$ cat config.mk
export PLATFORM = sky130hd
export DESIGN_NAME = seg7_scan
export DESIGN_NICKNAME = d
export VERILOG_FILES = /design/src/rtl/seg7_pkg.sv /design/src/rtl/seg7_scan_bcd_to_seg7.sv /design/src/rtl/seg7_scan.sv
export SDC_FILE = /design/constraint.sdc
export NUM_CORES = 1
export LEC_CHECK = 0
export BUFFER_PORTS_ARGS = -buffer_cell sky130_fd_sc_hd__buf_2
export CAP_MARGIN = 20
export CORE_ASPECT_RATIO = 0.6
export CORE_UTILIZATION = 45
export CTS_CLUSTER_SIZE = 14
export DETAILED_ROUTE_END_ITERATION = 10
export PLACE_DENSITY = 0.63
export SLEW_MARGIN = 10
export SYNTH_ARGS = -nofsm -noshare
export SYNTH_HDL_FRONTEND = slang
export SYNTH_SLANG_ARGS = --single-unit
$ cat constraint.sdc
create_clock -name clk -period 4.88 [get_ports clk]
set_clock_uncertainty 0.1 [all_clocks]
set_input_delay 0.488 -clock clk [delete_from_list [all_inputs] [get_ports clk]]
set_output_delay 0.488 -clock clk [all_outputs]
set_load 0.05 [all_outputs]
$ cat src/rtl/seg7_pkg.sv
// Shared glyph constants for the 7-segment scan display.
// Encoding is {g,f,e,d,c,b,a}, active low (0 = segment lit).
package seg7_pkg;

    localparam logic [6:0] SEG_0    = 7'h40;
    localparam logic [6:0] SEG_1    = 7'h79;
    localparam logic [6:0] SEG_2    = 7'h24;
    localparam logic [6:0] SEG_3    = 7'h30;
    localparam logic [6:0] SEG_4    = 7'h19;
    localparam logic [6:0] SEG_5    = 7'h12;
    localparam logic [6:0] SEG_6    = 7'h02;
    localparam logic [6:0] SEG_7    = 7'h78;
    localparam logic [6:0] SEG_8    = 7'h00;
    localparam logic [6:0] SEG_9    = 7'h10;
    localparam logic [6:0] SEG_DASH = 7'h3F;
    localparam logic [6:0] SEG_OFF  = 7'h7F;

endpackage

$ cat src/rtl/seg7_scan_bcd_to_seg7.sv
// Combinational BCD to 7-segment decoder, active-low segments.
// Non-decimal codes render as a single dash.
module bcd_to_seg7
    import seg7_pkg::*;
(
    input  logic [3:0] bcd_i,
    output logic [6:0] seg_o
);

    // Glyph lookup; codes 10..15 fall through to the dash
    always_comb begin
        seg_o = SEG_DASH;
        case (bcd_i)
            4'd0:    seg_o = SEG_0;
            4'd1:    seg_o = SEG_1;
            4'd2:    seg_o = SEG_2;
            4'd3:    seg_o = SEG_3;
            4'd4:    seg_o = SEG_4;
            4'd5:    seg_o = SEG_5;
            4'd6:    seg_o = SEG_6;
            4'd7:    seg_o = SEG_7;
            4'd8:    seg_o = SEG_8;
            4'd9:    seg_o = SEG_9;
            default: seg_o = SEG_DASH;
        endcase
    end

endmodule

$ cat src/rtl/seg7_scan.sv
// Multiplexed 7-segment scanner: one digit per slot, dead cycle at slot
// start, leading-zero blanking, per-digit blink and decimal points.
module seg7_scan
    import seg7_pkg::*;
#(
    parameter int NUM_DIG   = 6,
    parameter int SCAN_DIV  = 50000,
    parameter int BLINK_DIV = 64
) (
    input  logic                   clk,
    input  logic                   rst,
    input  logic [4*NUM_DIG-1:0]   digits,
    input  logic [NUM_DIG-1:0]     dp_mask,
    input  logic                   blank_lz,
    input  logic [NUM_DIG-1:0]     blink_mask,
    output logic [NUM_DIG-1:0]     an,
    output logic [6:0]             seg,
    output logic                   dp
);

    localparam int CNT_W = $clog2(SCAN_DIV);
    localparam int IDX_W = $clog2(NUM_DIG);
    localparam int BLK_W = (BLINK_DIV > 1) ? $clog2(BLINK_DIV) : 1;

    localparam logic [CNT_W-1:0] CNT_LAST = CNT_W'(SCAN_DIV - 1);
    localparam logic [IDX_W-1:0] IDX_LAST = IDX_W'(NUM_DIG - 1);
    localparam logic [BLK_W-1:0] BLK_LAST = BLK_W'(BLINK_DIV - 1);

    logic [CNT_W-1:0]     cnt_q, cnt_d;
    logic [IDX_W-1:0]     idx_q, idx_d;
    logic [BLK_W-1:0]     bcnt_q, bcnt_d;
    logic                 phase_q, phase_d;
    logic [4*NUM_DIG-1:0] dig_q, dig_d;
    logic [NUM_DIG-1:0]   dpm_q, dpm_d;
    logic [NUM_DIG-1:0]   blm_q, blm_d;
    logic                 blz_q, blz_d;
    logic [NUM_DIG-1:0]   an_q, an_d;
    logic [6:0]           seg_q, seg_d;
    logic                 dp_q, dp_d;

    logic                 wrap;
    logic [3:0]           nib;
    logic [6:0]           glyph;
    logic [NUM_DIG-1:0]   upz;
    logic                 lz;
    logic                 blk;
    logic                 dead;

    // Slot timing, digit index, blink phase and slot-start snapshot
    always_comb begin
        wrap    = (cnt_q == CNT_LAST);
        cnt_d   = wrap ? '0 : cnt_q + CNT_W'(1);
        idx_d   = idx_q;
        bcnt_d  = bcnt_q;
        phase_d = phase_q;
        dig_d   = dig_q;
        dpm_d   = dpm_q;
        blm_d   = blm_q;
        blz_d   = blz_q;
        if (wrap) begin
            idx_d = (idx_q == IDX_LAST) ? '0 : idx_q + IDX_W'(1);
            if (bcnt_q == BLK_LAST) begin
                bcnt_d  = '0;
                phase_d = ~phase_q;
            end else begin
                bcnt_d = bcnt_q + BLK_W'(1);
            end
            dig_d = digits;
            dpm_d = dp_mask;
            blm_d = blink_mask;
            blz_d = blank_lz;
        end
    end

    // upz[k]: every snapshot nibble from k up to the MSD is zero
    for (genvar k = 0; k < NUM_DIG; k++) begin : g_upz
        assign upz[k] = (dig_d[4*NUM_DIG-1:4*k] == '0);
    end

    assign nib = dig_d[{idx_d, 2'b00} +: 4];

    bcd_to_seg7 u_dec (
        .bcd_i (nib),
        .seg_o (glyph)
    );

    // Next output values, aligned with the slot the counters move into
    always_comb begin
        dead = (cnt_d == '0);
        lz   = blz_d && (idx_d != '0) && upz[idx_d];
        blk  = phase_d && blm_d[idx_d];
        an_d = ~(NUM_DIG'(1) << idx_d);
        seg_d = glyph;
        dp_d  = ~dpm_d[idx_d];
        if (lz || blk) begin
            seg_d = SEG_OFF;
        end
        if (blk) begin
            dp_d = 1'b1;
        end
        if (dead) begin
            an_d  = '1;
            seg_d = SEG_OFF;
            dp_d  = 1'b1;
        end
    end

    // State and registered outputs; reset dominates everything
    always_ff @(posedge clk) begin
        if (rst) begin
            cnt_q   <= '0;
            idx_q   <= '0;
            bcnt_q  <= '0;
            phase_q <= 1'b0;
            dig_q   <= '0;
            dpm_q   <= '0;
            blm_q   <= '0;
            blz_q   <= 1'b0;
            an_q    <= '1;
            seg_q   <= SEG_OFF;
            dp_q    <= 1'b1;
        end else begin
            cnt_q   <= cnt_d;
            idx_q   <= idx_d;
            bcnt_q  <= bcnt_d;
            phase_q <= phase_d;
            dig_q   <= dig_d;
            dpm_q   <= dpm_d;
            blm_q   <= blm_d;
            blz_q   <= blz_d;
            an_q    <= an_d;
            seg_q   <= seg_d;
            dp_q    <= dp_d;
        end
    end

    assign an  = an_q;
    assign seg = seg_q;
    assign dp  = dp_q;

endmodule

Word level (Yosys, flattened, before mapping) --
Memories as Yosys holds them, arrays and structs flattened. A register that Yosys moved wholly into a read port is not among the register bits. Cells that the tools add are included.
Storage, ports and cells: register bits 70, bits in read-only memories 112, output and inout bits 14, word-level logic and storage cells 54, memories kept 1
Operators by class: add/sub/neg operators 3, magnitude comparators 1, equal/unequal tests 3, shift operators 2, muxes and demuxes 16, bitwise operators 3, reduce and logical (&&, ||, !) cells 15
Memories:
- (name not given) | words 16, width 7, rd ports 1, clocked after memory_dff 1, write ports 0, RTL line seg7_scan_bcd_to_seg7.sv:13 | case (bcd_i)
Operators with widths (count):
- $logic_not A16 Y1 | 2
- $logic_not A24 Y1 | 1
- $mux W24 | 1
- $shiftx A24 B6 Y4 | 1
- $logic_not A20 Y1 | 1
- $mux W6 | 3
- $add A16 B1 Y16 const B | 1
- $eq A16 B16 Y1 const B | 1
- $mux W16 | 1
- $logic_not A12 Y1 | 1
- $bmux W1 S3 | 3
- $logic_not A8 Y1 | 1
- $add A6 B1 Y6 const B | 1
- $eq A6 B6 Y1 const B | 1
- $mux W1 | 6
- $mux W3 | 2
- $not A6 Y6 | 1
- $reduce_or A3 Y1 | 2
- $shl A1 B3 Y6 const A | 1
- $logic_not A4 Y1 | 1
- $lt A3 B4 Y1 const B | 1
- $add A3 B1 Y3 const B | 1
- $eq A3 B3 Y1 const B | 1
- $logic_and A1 B1 Y1 | 3
- 4 further kinds | 5

Depth between registers and ports, before layout --
word-level depth 8, gate-level depth with buffers 14

Cells and area by module --
A second synthesis with hierarchy kept.
Second synthesis, totals: cell total of the unflattened synthesis 522, area, all modules 4231.6 µm²
Modules (own cells, without submodules):
- seg7_scan | times used 1, cells each 491, area each 4001.3 µm², sequential area each 1541.5 µm²
- bcd_to_seg7 | times used 1, cells each 31, area each 230.2 µm², sequential area each 0.0 µm²

Worst setup path before layout --
No wires, ideal clock.
path type register -> register, start register cnt_q[0], end register seg_q[3] (netlist: seg[3]), setup time 0.135 ns, arrival time 2.627 ns, data required time 4.645 ns, slack 2.018 ns, cell stages (with the launch flop) 14, path buffers 3, path through dfxtp_1 ha_1 and3_1 and4_1 buf_4 buf_4 buf_2 nor3_1 o311ai_0 o221ai_1 ha_1 nor2_1 a21oi_1 o21ai_1
On the way: word-level cells in the longest chain between the ends 8, elaborated cells on any way between the ends 26, classes of those cells add/sub (1); eq/ne (1); shift (1); mux (10); reduce/logical (13)
RTL lines:
- start, declared | RTL line seg7_scan.sv:29 | logic [CNT_W-1:0] cnt_q, cnt_d;
- start signal, assigned | RTL line seg7_scan.sv:123 | cnt_q <= cnt_d;
- $eq A16 B16 Y1 | RTL line seg7_scan.sv:51 | wrap = (cnt_q == CNT_LAST);
- $mux W24 | RTL line seg7_scan.sv:60 | if (wrap) begin
- $logic_not A24 Y1, or another cell as far along | RTL line seg7_scan.sv:77 | assign upz[k] = (dig_d[4*NUM_DIG-1:4*k] == '0);
- $bmux W1 S3 | RTL line seg7_scan.sv:90 | lz = blz_d && (idx_d != '0) && upz[idx_d];
- $mux W1 (implied by the code) | RTL line seg7_scan.sv:90
- $logic_and A1 B1 Y1 | RTL line seg7_scan.sv:90
- $logic_or A1 B1 Y1 | RTL line seg7_scan.sv:95 | if (lz || blk) begin
- $reduce_or A3 Y1 (no line)
- end, declared | RTL line seg7_scan.sv:38 | logic [6:0] seg_q, seg_d;
Several ways; a longest one is shown, not always the timed one. The select of a mux whose other input is x is not followed. A chain may end at the register's enable or synchronous reset.

Final worst setup path --
Ends and elaborated chain as after synthesis.

==> impl_metrics.py <==
metrics = {
    "grt": {
        "grt_usage": 0.247,
        "grt_pass1_wl_um": 19100,
        "first_global_vias": 3727,
        "antenna_found_initial": 0,
        "grt.overflow.total": 0,
        "grt_max_degree": 54,
    },
    "synthesis": {
        "synth.cell_area_um2": 4280,
        "avgSynthCellArea_um2": 7.80,
        "synth_top_family_by_area": "simple AND/OR/NAND/NOR gates",
        "synthMuxAreaShare": 0.0339,
        "yosys.area_share.adder": 0.0205,
        "synth.top_cells.by_area": "dfxtp_1 36%, nand2_1 9.2%, a21oi_1 6.4%, nor2_1 3.9%, xor2_1 2.7%",
        "syn_nets": 594,
        "synth_top_area_share": 0.360,
        "synthFlopType": "dfxtp_1",
        "ys_warn_count": 0,
        "synth_simple_gate_area_frac": 0.282,
        "yosysMostFrequentCell": "nand2_1",
        "ys_top_cells_by_count": "105 x nand2_1, 77 x dfxtp_1, 55 x a21oi_1",
        "synth_top_cell_by_area": "dfxtp_1",
        "ys_ff_latch": 77,
        "postSynthCellCount": 548,
        "synth-compound-area-share": 0.201,
        "synth.yosys.seq_area_share": 0.360,
        "synth_edf_count": 0,
        "synth-xor-area-share": 0.0471,
        "async_flop_share": 0,
        "yosysUniqueCellTypes": 68,
    },
    "timing": {
        "hold_viol_final": 0,
        "period_share": 0.774,
        "relSlewSlack": 0.476,
        "finalSetupViolations": 0,
        "tightest_slew_ps": 780,
        "maxClockFrequency_mhz": 265,
        "fin_crit_ps": 3780,
        "final_max_slew_viol_count": 0,
        "finalSetupTns_ps": 0,
        "rsz0062_at_grt": "false",
        "fin_ws_ps": 1100,
    },
    "setup_path": {
        "cp_max_fo": 41,
        "crit_required_ps": 4990,
        "critPathKind": "reg2reg",
        "end_kind": "flip-flop",
        "startpoint_type": "flip-flop",
        "cp.arrival_ps": 3880,
    },
    "cts": {
        "cts_resized": 0,
        "clock-root-buffer": "clkbuf_16",
        "path_clk_slew_ps": 60,
        "cts_hold_buf": 0,
        "clock_latency_ps": 340,
        "cts_buffers": 9,
        "clockBufferDepth": 2,
        "h-tree-depth": 3,
        "cts_tree": "built",
        "cts_setup_buffers": 0,
        "cts.sinks": 77,
    },
    "final_layout": {
        "finalNetCount": 618,
        "antenna_cells": 0,
        "area_growth_syn_to_layout_pct": 13.5,
        "drive_gt1_frac": 0.165,
        "nFillCells": 913,
        "utilization": 0.528,
    },
    "route": {
        "highest-signal-layer": "met4",
        "drt-total-wl_um": 11700,
        "viasPerCell": 5.73,
        "routedWlPerCell_um": 16.6,
        "drtAntennaViolNets": 0,
        "route.met3.wl_um": 1060,
        "met2_length_um": 4610,
        "via_count": 4047,
        "drt-met1-wl_um": 5980,
        "drt_iter0_markers": 472,
        "drc": 0,
        "dr.pass1.iters": 5,
    },
    "placed_design": {
        "port_buffers": 52,
        "gp_congestion": 0.875,
        "preCtsSetupSlack_ps": 1180,
        "dp_hpwl_um": 8160,
    },
    "power": {
        "cellPowerDensity_nw_per_um2": 292,
        "max-vdd-ir-drop_uv": 174,
        "p_total_mw": 1.42,
        "power.leakage_nw": 1.74,
    },
    "run_status": {
        "outcome": "finished, final reports clean",
    },
    "floorplanning": {
        "die_h_um": 77.5,
        "io_pins": 53,
        "num_rows": 27,
        "die_x_um": 128,
        "fp.dieArea_um2": 9910,
        "start_util": 0.465,
        "design.core.area_um2": 9190,
    },
    "flow_run": {
        "maxCapViolCount": 0,
    },
    "min_path": {
        "hold_path_class": "in2reg",
    },
}
## layout make-up
cell class / count / area (µm²) / area share
clock inverters: 4 / 47.5 / 0.00979
repair buffers: 59 / 313 / 0.0644
clock buffers: 11 / 253 / 0.0521
flip-flops and latches: 77 / 1540 / 0.318
well taps: 130 / 163 / 0.0335
inverters: 9 / 33.8 / 0.00696
multi-input cells: 416 / 2500 / 0.516
## worst max-delay path, stage by stage (launching register included)
cell,delay (ps)
dfxtp_1,380
ha_1,280
and3_1,300
and4_2,770
buf_4,420
o21ai_0,160
a22oi_1,190
o221ai_1,350
ha_1,420
nor2_1,50
a21oi_1,130
o21ai_1,70
## path summary, 6_finish.rpt
kind / startpoint / to / slack [ps] / cells after the start
max: cnt_q[0] / seg[3] / 1100 / 11
min: digits[4] / dig_q[4] / 310 / 3
max reg2reg: cnt_q[0] / seg[3] / 1100 / 11
min reg2reg: blm_q[0] / blm_q[0] / 350 / 2
## through the flow
step | std cells | area, µm² | hold slack, ps
4_1_cts | 706 | 4850 | 301
3_3_place_gp | 691 | 4550 | 337
2_1_floorplan | 548 | 4280 | 327
6_report | 706 | 4850 | 306
3_5_place_dp | 691 | 4550 | 343
5_1_grt | 706 | 4850 | 310
## cell usage in the layout (no fill, tap or decap), types with 9 or more instances in the layout
master and count:
mux2i_1 10, nor2_1 44, buf_2 52, nor4_1 10
nand2_1 105, nor3_1 11, xnor2_1 10, xor2_1 13
a21oi_1 55, clkbuf_16 9, o21ai_0 11, dfxtp_1 77
nand3_1 18, inv_1 9
## routing by layer
metal | track usage | vias up
met5 | 0 | -
met4 | 0.0635 | 0
met3 | 0.0703 | 9
met2 | 0.340 | 168
met1 | 0.369 | 1886
li1 | - | 1984
## kinds of logic (layout without fill, tap and decap cells)
logic type               count (synthesis)  count (layout)
buffers and inverters                   55              83
adder cells (fa/ha/maj)                  7               7
XOR/XNOR                                23              23
AND/OR/NAND/NOR                        242             242
flip-flops                              77              77
AO/OA/AOI/OAI                          130             130
multiplexers                            14              14
## power breakdown
part	leakage, nW	switching (mW)	internal [mW]
clock	0.147	0.259	0.419
combinational	0.972	0.0676	0.0290
sequential	0.623	0.00347	0.638
## registers in the layout, summed over array words and instances (netlist names)
name     cells
dpm_q        6
dp           1
blz_q        1
dig_q       24
an           6
phase_q      1
bcnt_q       6
blm_q        6
idx_q        3
cnt_q       16
seg          7
Note: power is estimated with default switching activity, not from simulation.
